==> src/rtl/pdm_rx_pkg.sv <==
// ---------------------------------------------------------------------------
// pdm_rx_pkg: shared constants and PCM scaling helper for pdm_rx_core. Rev 1.0
// ---------------------------------------------------------------------------
`default_nettype none

package pdm_rx_pkg;

  localparam int R         = 64;
  localparam int CIC_N     = 3;
  localparam int CIC_W     = 1 + CIC_N * $clog2(R);
  localparam int PCM_W     = 16;
  localparam int PCM_SHIFT = CIC_W - 1 - PCM_W;

  // Read map; control writes share slot 01 with the count readback.
  localparam logic [1:0] ADDR_DATA    = 2'd0;
  localparam logic [1:0] ADDR_CNT     = 2'd1;
  localparam logic [1:0] ADDR_DVSR    = 2'd2;
  localparam logic [1:0] ADDR_CTRL    = 2'd3;
  localparam logic [1:0] ADDR_CTRL_WR = 2'd1;

  localparam int CTRL_EN_BIT    = 0;
  localparam int CTRL_FLUSH_BIT = 1;

  localparam logic [7:0] DVSR_RST = 8'd24;

  localparam logic [CIC_W:0]        CIC_MID = (CIC_W + 1)'(R * R * R / 2);
  localparam logic signed [CIC_W:0] PCM_HI  = (CIC_W + 1)'(32767);
  localparam logic signed [CIC_W:0] PCM_LO  = (CIC_W + 1)'(-32768);

  // Re-centre the unsigned comb output around zero, scale and clamp.
  function automatic logic [PCM_W-1:0] cic_to_pcm(input logic [CIC_W-1:0] y);
    logic signed [CIC_W:0] diff;
    logic signed [CIC_W:0] shifted;
    diff    = $signed({1'b0, y} - CIC_MID);
    shifted = diff >>> PCM_SHIFT;
    if (shifted > PCM_HI) begin
      cic_to_pcm = PCM_HI[PCM_W-1:0];
    end else if (shifted < PCM_LO) begin
      cic_to_pcm = PCM_LO[PCM_W-1:0];
    end else begin
      cic_to_pcm = shifted[PCM_W-1:0];
    end
  endfunction

endpackage

`default_nettype wire

==> src/rtl/pdm_rx_cic.sv <==
// ---------------------------------------------------------------------------
// cic_decim: 3rd-order CIC decimator with window and settling counters. Rev 1.0
// ---------------------------------------------------------------------------
`default_nettype none

module cic_decim
  import pdm_rx_pkg::*;
(
  input  logic             clk,
  input  logic             reset,
  input  logic             clear,
  input  logic             in_tick,
  input  logic             in_bit,
  output logic [CIC_W-1:0] y,
  output logic             y_valid
);

  localparam int WIN_W = $clog2(R);

  logic [CIC_W-1:0] integ1, integ2, integ3;
  logic [CIC_W-1:0] dly1, dly2, dly3;
  logic [CIC_W-1:0] comb1, comb2, comb3;
  logic [WIN_W-1:0] win_cnt;
  logic [1:0]       settle_cnt;
  logic             win_end;
  logic             settled;

  assign win_end = in_tick && (win_cnt == WIN_W'(R - 1));
  assign settled = (settle_cnt == 2'(CIC_N));

  // Combs run once per window on the integrator tail; result is presented
  // combinationally in the cycle that takes the last sample of the window.
  assign comb1 = integ3 - dly1;
  assign comb2 = comb1 - dly2;
  assign comb3 = comb2 - dly3;

  assign y       = comb3;
  assign y_valid = win_end && settled && !clear;

  always_ff @(posedge clk or negedge reset) begin
    if (!reset) begin
      integ1     <= '0;
      integ2     <= '0;
      integ3     <= '0;
      dly1       <= '0;
      dly2       <= '0;
      dly3       <= '0;
      win_cnt    <= '0;
      settle_cnt <= '0;
    end else if (clear) begin
      integ1     <= '0;
      integ2     <= '0;
      integ3     <= '0;
      dly1       <= '0;
      dly2       <= '0;
      dly3       <= '0;
      win_cnt    <= '0;
      settle_cnt <= '0;
    end else if (in_tick) begin
      integ1  <= integ1 + CIC_W'(in_bit);
      integ2  <= integ2 + integ1;
      integ3  <= integ3 + integ2;
      win_cnt <= win_cnt + WIN_W'(1);
      if (win_end) begin
        dly1 <= integ3;
        dly2 <= comb1;
        dly3 <= comb2;
        if (!settled) begin
          settle_cnt <= settle_cnt + 2'd1;
        end
      end
    end
  end

endmodule

`default_nettype wire

==> src/rtl/pdm_rx_core.sv <==
// ---------------------------------------------------------------------------
// pdm_rx_core: PDM mic clocking, CIC decimation to PCM, sample FIFO, MMIO. Rev 1.0
// ---------------------------------------------------------------------------
`default_nettype none

module pdm_rx_core
  import pdm_rx_pkg::*;
#(
  parameter int DEPTH = 16
)
(
  input  logic        clk,
  input  logic        reset,
  input  logic        cs,
  input  logic        read,
  input  logic        write,
  input  logic [4:0]  addr,
  input  logic [31:0] wr_data,
  output logic [31:0] rd_data,
  input  logic        pdm_in,
  output logic        pdm_clk,
  output logic [15:0] pcm_out,
  output logic        pcm_valid
);

  localparam int PTR_W = $clog2(DEPTH);
  localparam int CNT_W = PTR_W + 1;

  logic             enable;
  logic [7:0]       dvsr;
  logic [7:0]       div_cnt;
  logic             sync1, sync2;
  logic             tick;
  logic [CIC_W-1:0] cic_y;
  logic             cic_valid;

  logic             wr_en, pop_wr, ctrl_wr, dvsr_wr, flush;
  logic             unused_ok;

  logic [15:0]      mem [DEPTH];
  logic [PTR_W-1:0] wr_ptr, rd_ptr;
  logic [CNT_W-1:0] count;
  logic             ovf;
  logic             empty, full;
  logic             do_push, do_pop;
  logic [15:0]      head;

  assign wr_en   = cs && write;
  assign pop_wr  = wr_en && (addr[1:0] == ADDR_DATA);
  assign ctrl_wr = wr_en && (addr[1:0] == ADDR_CTRL_WR);
  assign dvsr_wr = wr_en && (addr[1:0] == ADDR_DVSR);
  assign flush   = ctrl_wr && wr_data[CTRL_FLUSH_BIT];

  assign unused_ok = ^{read, addr[4:2], wr_data[31:8]};

  always_ff @(posedge clk or negedge reset) begin
    if (!reset) begin
      enable <= 1'b0;
      dvsr   <= DVSR_RST;
    end else begin
      if (ctrl_wr) begin
        enable <= wr_data[CTRL_EN_BIT];
      end
      if (dvsr_wr) begin
        dvsr <= wr_data[7:0];
      end
    end
  end

  // Down-counter reloads from dvsr only at a toggle, so a dvsr write lands
  // on the next half-period rather than mid-count.
  always_ff @(posedge clk or negedge reset) begin
    if (!reset) begin
      div_cnt <= '0;
      pdm_clk <= 1'b0;
    end else if (!enable) begin
      div_cnt <= '0;
      pdm_clk <= 1'b0;
    end else if (div_cnt == 8'd0) begin
      div_cnt <= dvsr;
      pdm_clk <= ~pdm_clk;
    end else begin
      div_cnt <= div_cnt - 8'd1;
    end
  end

  assign tick = enable && (div_cnt == 8'd0) && pdm_clk;

  always_ff @(posedge clk or negedge reset) begin
    if (!reset) begin
      sync1 <= 1'b0;
      sync2 <= 1'b0;
    end else begin
      sync1 <= pdm_in;
      sync2 <= sync1;
    end
  end

  cic_decim u_cic (
    .clk     (clk),
    .reset   (reset),
    .clear   (!enable),
    .in_tick (tick),
    .in_bit  (sync2),
    .y       (cic_y),
    .y_valid (cic_valid)
  );

  always_ff @(posedge clk or negedge reset) begin
    if (!reset) begin
      pcm_out   <= '0;
      pcm_valid <= 1'b0;
    end else begin
      pcm_valid <= cic_valid;
      if (cic_valid) begin
        pcm_out <= cic_to_pcm(cic_y);
      end
    end
  end

  assign empty   = (count == '0);
  assign full    = (count == CNT_W'(DEPTH));
  assign do_pop  = pop_wr && !empty;
  assign do_push = pcm_valid && (!full || do_pop);
  assign head    = empty ? 16'h0000 : mem[rd_ptr];

  always_ff @(posedge clk or negedge reset) begin
    if (!reset) begin
      wr_ptr <= '0;
      rd_ptr <= '0;
      count  <= '0;
      ovf    <= 1'b0;
    end else if (flush) begin
      wr_ptr <= '0;
      rd_ptr <= '0;
      count  <= '0;
      ovf    <= 1'b0;
    end else begin
      if (do_push) begin
        wr_ptr <= wr_ptr + PTR_W'(1);
      end
      if (do_pop) begin
        rd_ptr <= rd_ptr + PTR_W'(1);
      end
      if (do_push && !do_pop) begin
        count <= count + CNT_W'(1);
      end else if (!do_push && do_pop) begin
        count <= count - CNT_W'(1);
      end
      if (pcm_valid && full && !do_pop) begin
        ovf <= 1'b1;
      end
    end
  end

  always_ff @(posedge clk) begin
    if (do_push && !flush) begin
      mem[wr_ptr] <= pcm_out;
    end
  end

  always_comb begin
    rd_data = '0;
    case (addr[1:0])
      ADDR_DATA: rd_data = {14'b0, ovf, empty, head};
      ADDR_CNT:  rd_data = 32'(count);
      ADDR_DVSR: rd_data = {24'b0, dvsr};
      ADDR_CTRL: rd_data = {31'b0, enable};
      default:   rd_data = '0;
    endcase
  end

endmodule

`default_nettype wire

==> config.mk <==
export PLATFORM = sky130hd
export DESIGN_NAME = pdm_rx_core
export DESIGN_NICKNAME = d
export VERILOG_FILES = /design/src/rtl/pdm_rx_pkg.sv /design/src/rtl/pdm_rx_cic.sv /design/src/rtl/pdm_rx_core.sv
export SDC_FILE = /design/constraint.sdc
export NUM_CORES = 1
export LEC_CHECK = 0
export BUFFER_PORTS_ARGS = -buffer_cell sky130_fd_sc_hd__clkbuf_2
export CORE_UTILIZATION = 35
export DETAILED_ROUTE_END_ITERATION = 10
export GPL_TIMING_DRIVEN = 0
export MAX_ROUTING_LAYER = met4
export PLACE_DENSITY = 0.55
export SETUP_SLACK_MARGIN = 0.3
export SKIP_CTS_REPAIR_TIMING = 1
export SYNTH_ARGS = -nofsm -noshare
export SYNTH_HDL_FRONTEND = slang
export SYNTH_SLANG_ARGS = --single-unit
==> constraint.sdc <==
create_clock -name clk -period 7.8 [get_ports clk]
set_clock_uncertainty 0.2 [all_clocks]
set_input_delay 1.17 -clock clk [delete_from_list [all_inputs] [get_ports clk]]
set_output_delay 1.17 -clock clk [all_outputs]
set_load 0.02 [all_outputs]
==> impl_metrics.yaml <==
clocking:
  clk_pin_slew_ns: 0.06
  cts_tree: "done"
  max-clock-path-buffers: 3
  cts_num_sinks: 429
  cts_max_level: 2
  clk_latency_ns: 0.59
  numCtsBuffers: 47
  clk_root_buffer_cell: "clkbuf_16"
global_route:
  antenna_found_initial: 0
  grt_pass1_vias: 14108
  grt_pass1_wl_um: 83100
  track_usage: 0.175
  met1_usage: 0.224
  grt_busiest_layer: "met2"
  use_met2: 0.292
  gr-total-overflow: 0
  grt_start_max_net_pins: 72
  grt.met3_usage: 0.0227
routing:
  ant_nets: 0
  vias: 14226
  drcViolationCount: 0
  wl_um: 53200
  wl_per_cell_um: 19.4
  first_pass_iters: 5
  viasPerCell: 5.18
  drtIter0Drc: 872
cells_and_area:
  final_nets: 2079
  fillers: 5631
  drive_above_1_share: 0.170
  finalNonFillerCells: 2746
  area_growth_pct: 16.2
  utilization: 0.414
  diodes: 0
worst_setup_path:
  rr_endpoint: "pcm_out[5]$_DFFE_PN0P_"
  crit_top_cell: "xnor2_1"
  rrSetupSlack_ns: 0.59
  worst_r2r_startpoint: "u_cic.integ3[0]$_DFFE_PN0P_"
  start_kind: "flop"
  crit_path_top_delay_cell: "or4_4"
  path_class: "reg2reg"
  critPathRequiredTime_ns: 8.07
  cpPeakStageDelay_ns: 0.54
  reg2reg_depth: 33
  path_max_fanout: 10
  critPathArrivalTime_ns: 7.47
  worst_setup_path_end_kind: "flop"
logic_synthesis:
  synthCells: 1781
  yosys.area.top_type: "edfxtp_1"
  synth_area_leaders: "edfxtp_1 35%, dfrtp_1 20%, mux4_2 8.3%"
  synthFlopType: "edfxtp_1"
  yosys_warnings: 0
  ys_seq_elements: 429
  synth_most_common_cell: "edfxtp_1"
  synth_area_sq_um: 21700
  synth.avg_cell_area_sq_um: 12.2
  ys_types: 73
  synth-edff-count: 256
  synthArstFlopShare: 0.403
  ys_seq_area_frac: 0.555
  synth_common_cells: "256 x edfxtp_1, 214 x nand2_1, 171 x dfrtp_1"
  synth_top_cell_area_share: 0.355
sta:
  hold_violations: 0
  relSlewSlack: 0.284
  setup_ws_ns: 0.593
  setup_viol: 0
  tightest_slew_ns: 1.07
  clock.fmax_mhz: 139
  finalMaxSlewViolations: 0
  fin_tns_setup_ns: 0
  final.min_clock_period_ns: 7.21
  rsz0062_at_grt: "false"
  fin_crit_sh: 0.924
floorplan:
  rows: 90
  die_area_sq_um: 62900
  core_area_sq_um: 60800
  die_h_um: 251
  io_pins: 93
  die_x_um: 251
  start_util: 0.356
power:
  power_leakage_nw: 10.4
  ir_worst_vdd_mv: 0.555
  p_per_area_nw_per_um2: 334
placement:
  place.gp.congestion: 0.821
  numPortBuffers: 50
  dp_hpwl_um: 38400
  dp_slack_ns: -0.0524
  place_inst: 2647
min_path:
  min_path_type: "reg2reg"
  hold_depth: 0
  min_to: "sync2$_DFF_PN0_"
  holdCritStartpoint: "sync1$_DFF_PN0_"
status:
  outcome: "finished clean"
run:
  drv_cap: 0
-- cell type report --
type / count / area [sq um] / area share
plain buffers: 81 / 394 / 0.0157
clock buffers: 64 / 1300 / 0.0516
clock inverters: 23 / 303 / 0.0120
inverters: 86 / 323 / 0.0128
multi-input cells: 1198 / 9160 / 0.364
flip-flops and latches: 429 / 12000 / 0.477
well taps: 782 / 978 / 0.0389
repair buffers: 83 / 701 / 0.0278
-- stage by stage --
stage               hold WS [ns]  power, W  cell area (sq um)
floorplan                  0.131   0.00504              21700
global placement           0.134   0.00580              22900
detailed placement         0.135   0.00584              23300
global route               0.155   0.00889              25200
CTS                        0.147   0.00818              24900
finish                     0.147   0.00840              25200
-- sequential cells by signal, summed over array words and instances, names as in the netlist, 5 cells and up --
signal         count
u_cic.integ2      19
u_cic.dly2        19
count              5
dvsr               8
div_cnt            8
u_cic.dly3        19
u_cic.win_cnt      6
mem              256
pcm_out           16
u_cic.dly1        19
u_cic.integ3      19
u_cic.integ1      19
-- power breakdown --
group          internal [W]  leakage [nW]  switching (W)
clock network       0.00137         0.784       0.000940
registers           0.00244          5.35      0.0000599
logic               0.00145          4.24        0.00213
total               0.00527          10.4        0.00313
-- how the worst max path moves through the flow --
stage	from	end	slack, ns	cells past startpoint
4_1_cts	u_cic.integ3[1]$_DFFE_PN0P_	pcm_out[5]$_DFFE_PN0P_	-0.13	34
3_5_place_dp	u_cic.integ3[1]$_DFFE_PN0P_	pcm_out[1]$_DFFE_PN0P_	-0.05	34
6_report	u_cic.integ3[0]$_DFFE_PN0P_	pcm_out[5]$_DFFE_PN0P_	0.59	33
5_1_grt	u_cic.dly1[1]$_DFFE_PN0P_	pcm_out[5]$_DFFE_PN0P_	0.24	36
2_1_floorplan	u_cic.integ3[0]$_DFFE_PN0P_	pcm_out[10]$_DFFE_PN0P_	0.95	29
3_3_place_gp	u_cic.integ3[1]$_DFFE_PN0P_	pcm_out[5]$_DFFE_PN0P_	0.01	34
-- logic make-up (layout without fill, tap and decap cells) --
kind of cell / count (synthesis) / in the layout / synth area share
AO/OA/AOI/OAI: 337 / 337 / 0.0968
XOR/XNOR: 115 / 115 / 0.0465
adder cells (fa/ha/maj): 110 / 110 / 0.0653
buffers and inverters: 167 / 337 / 0.0329
flip-flops: 429 / 429 / 0.555
multiplexers: 100 / 100 / 0.0929
other: 1 / 14 / 0.000173
AND/OR/NAND/NOR: 522 / 522 / 0.111
-- critical path: cells and delay by family (launching register included) --
kind	cells	cell delay [ns]
fa+ha+maj	5	1.30
xor+xnor	3	0.50
compound gates	8	1.74
buf+inv	4	0.57
flops	1	0.42
simple gates	13	2.34
-- routing by layer --
metal	vias to the layer above	part of all wire
li1	6783	-
met1	7076	0.44
met2	279	0.50
met3	88	0.040
met4	0	0.025
met5	-	0
-- cells in the final DEF (no fill, tap or decap), types with 18 or more instances in the layout --
cell type  count
edfxtp_1     256
nor3_1        24
mux4_2        80
nand3_1       31
buf_4         28
nor2b_1       22
o21ai_0       52
a21oi_1      137
xor2_1        47
inv_1         85
dfrtp_1      170
clkbuf_16     47
nand4_1       18
nand2_1      213
xnor2_1       67
clkbuf_2      49
clkbuf_1      50
ha_1         101
nor2_1       115
a21o_1        30
o21a_1        21
Power figures use the tool's default switching activity.
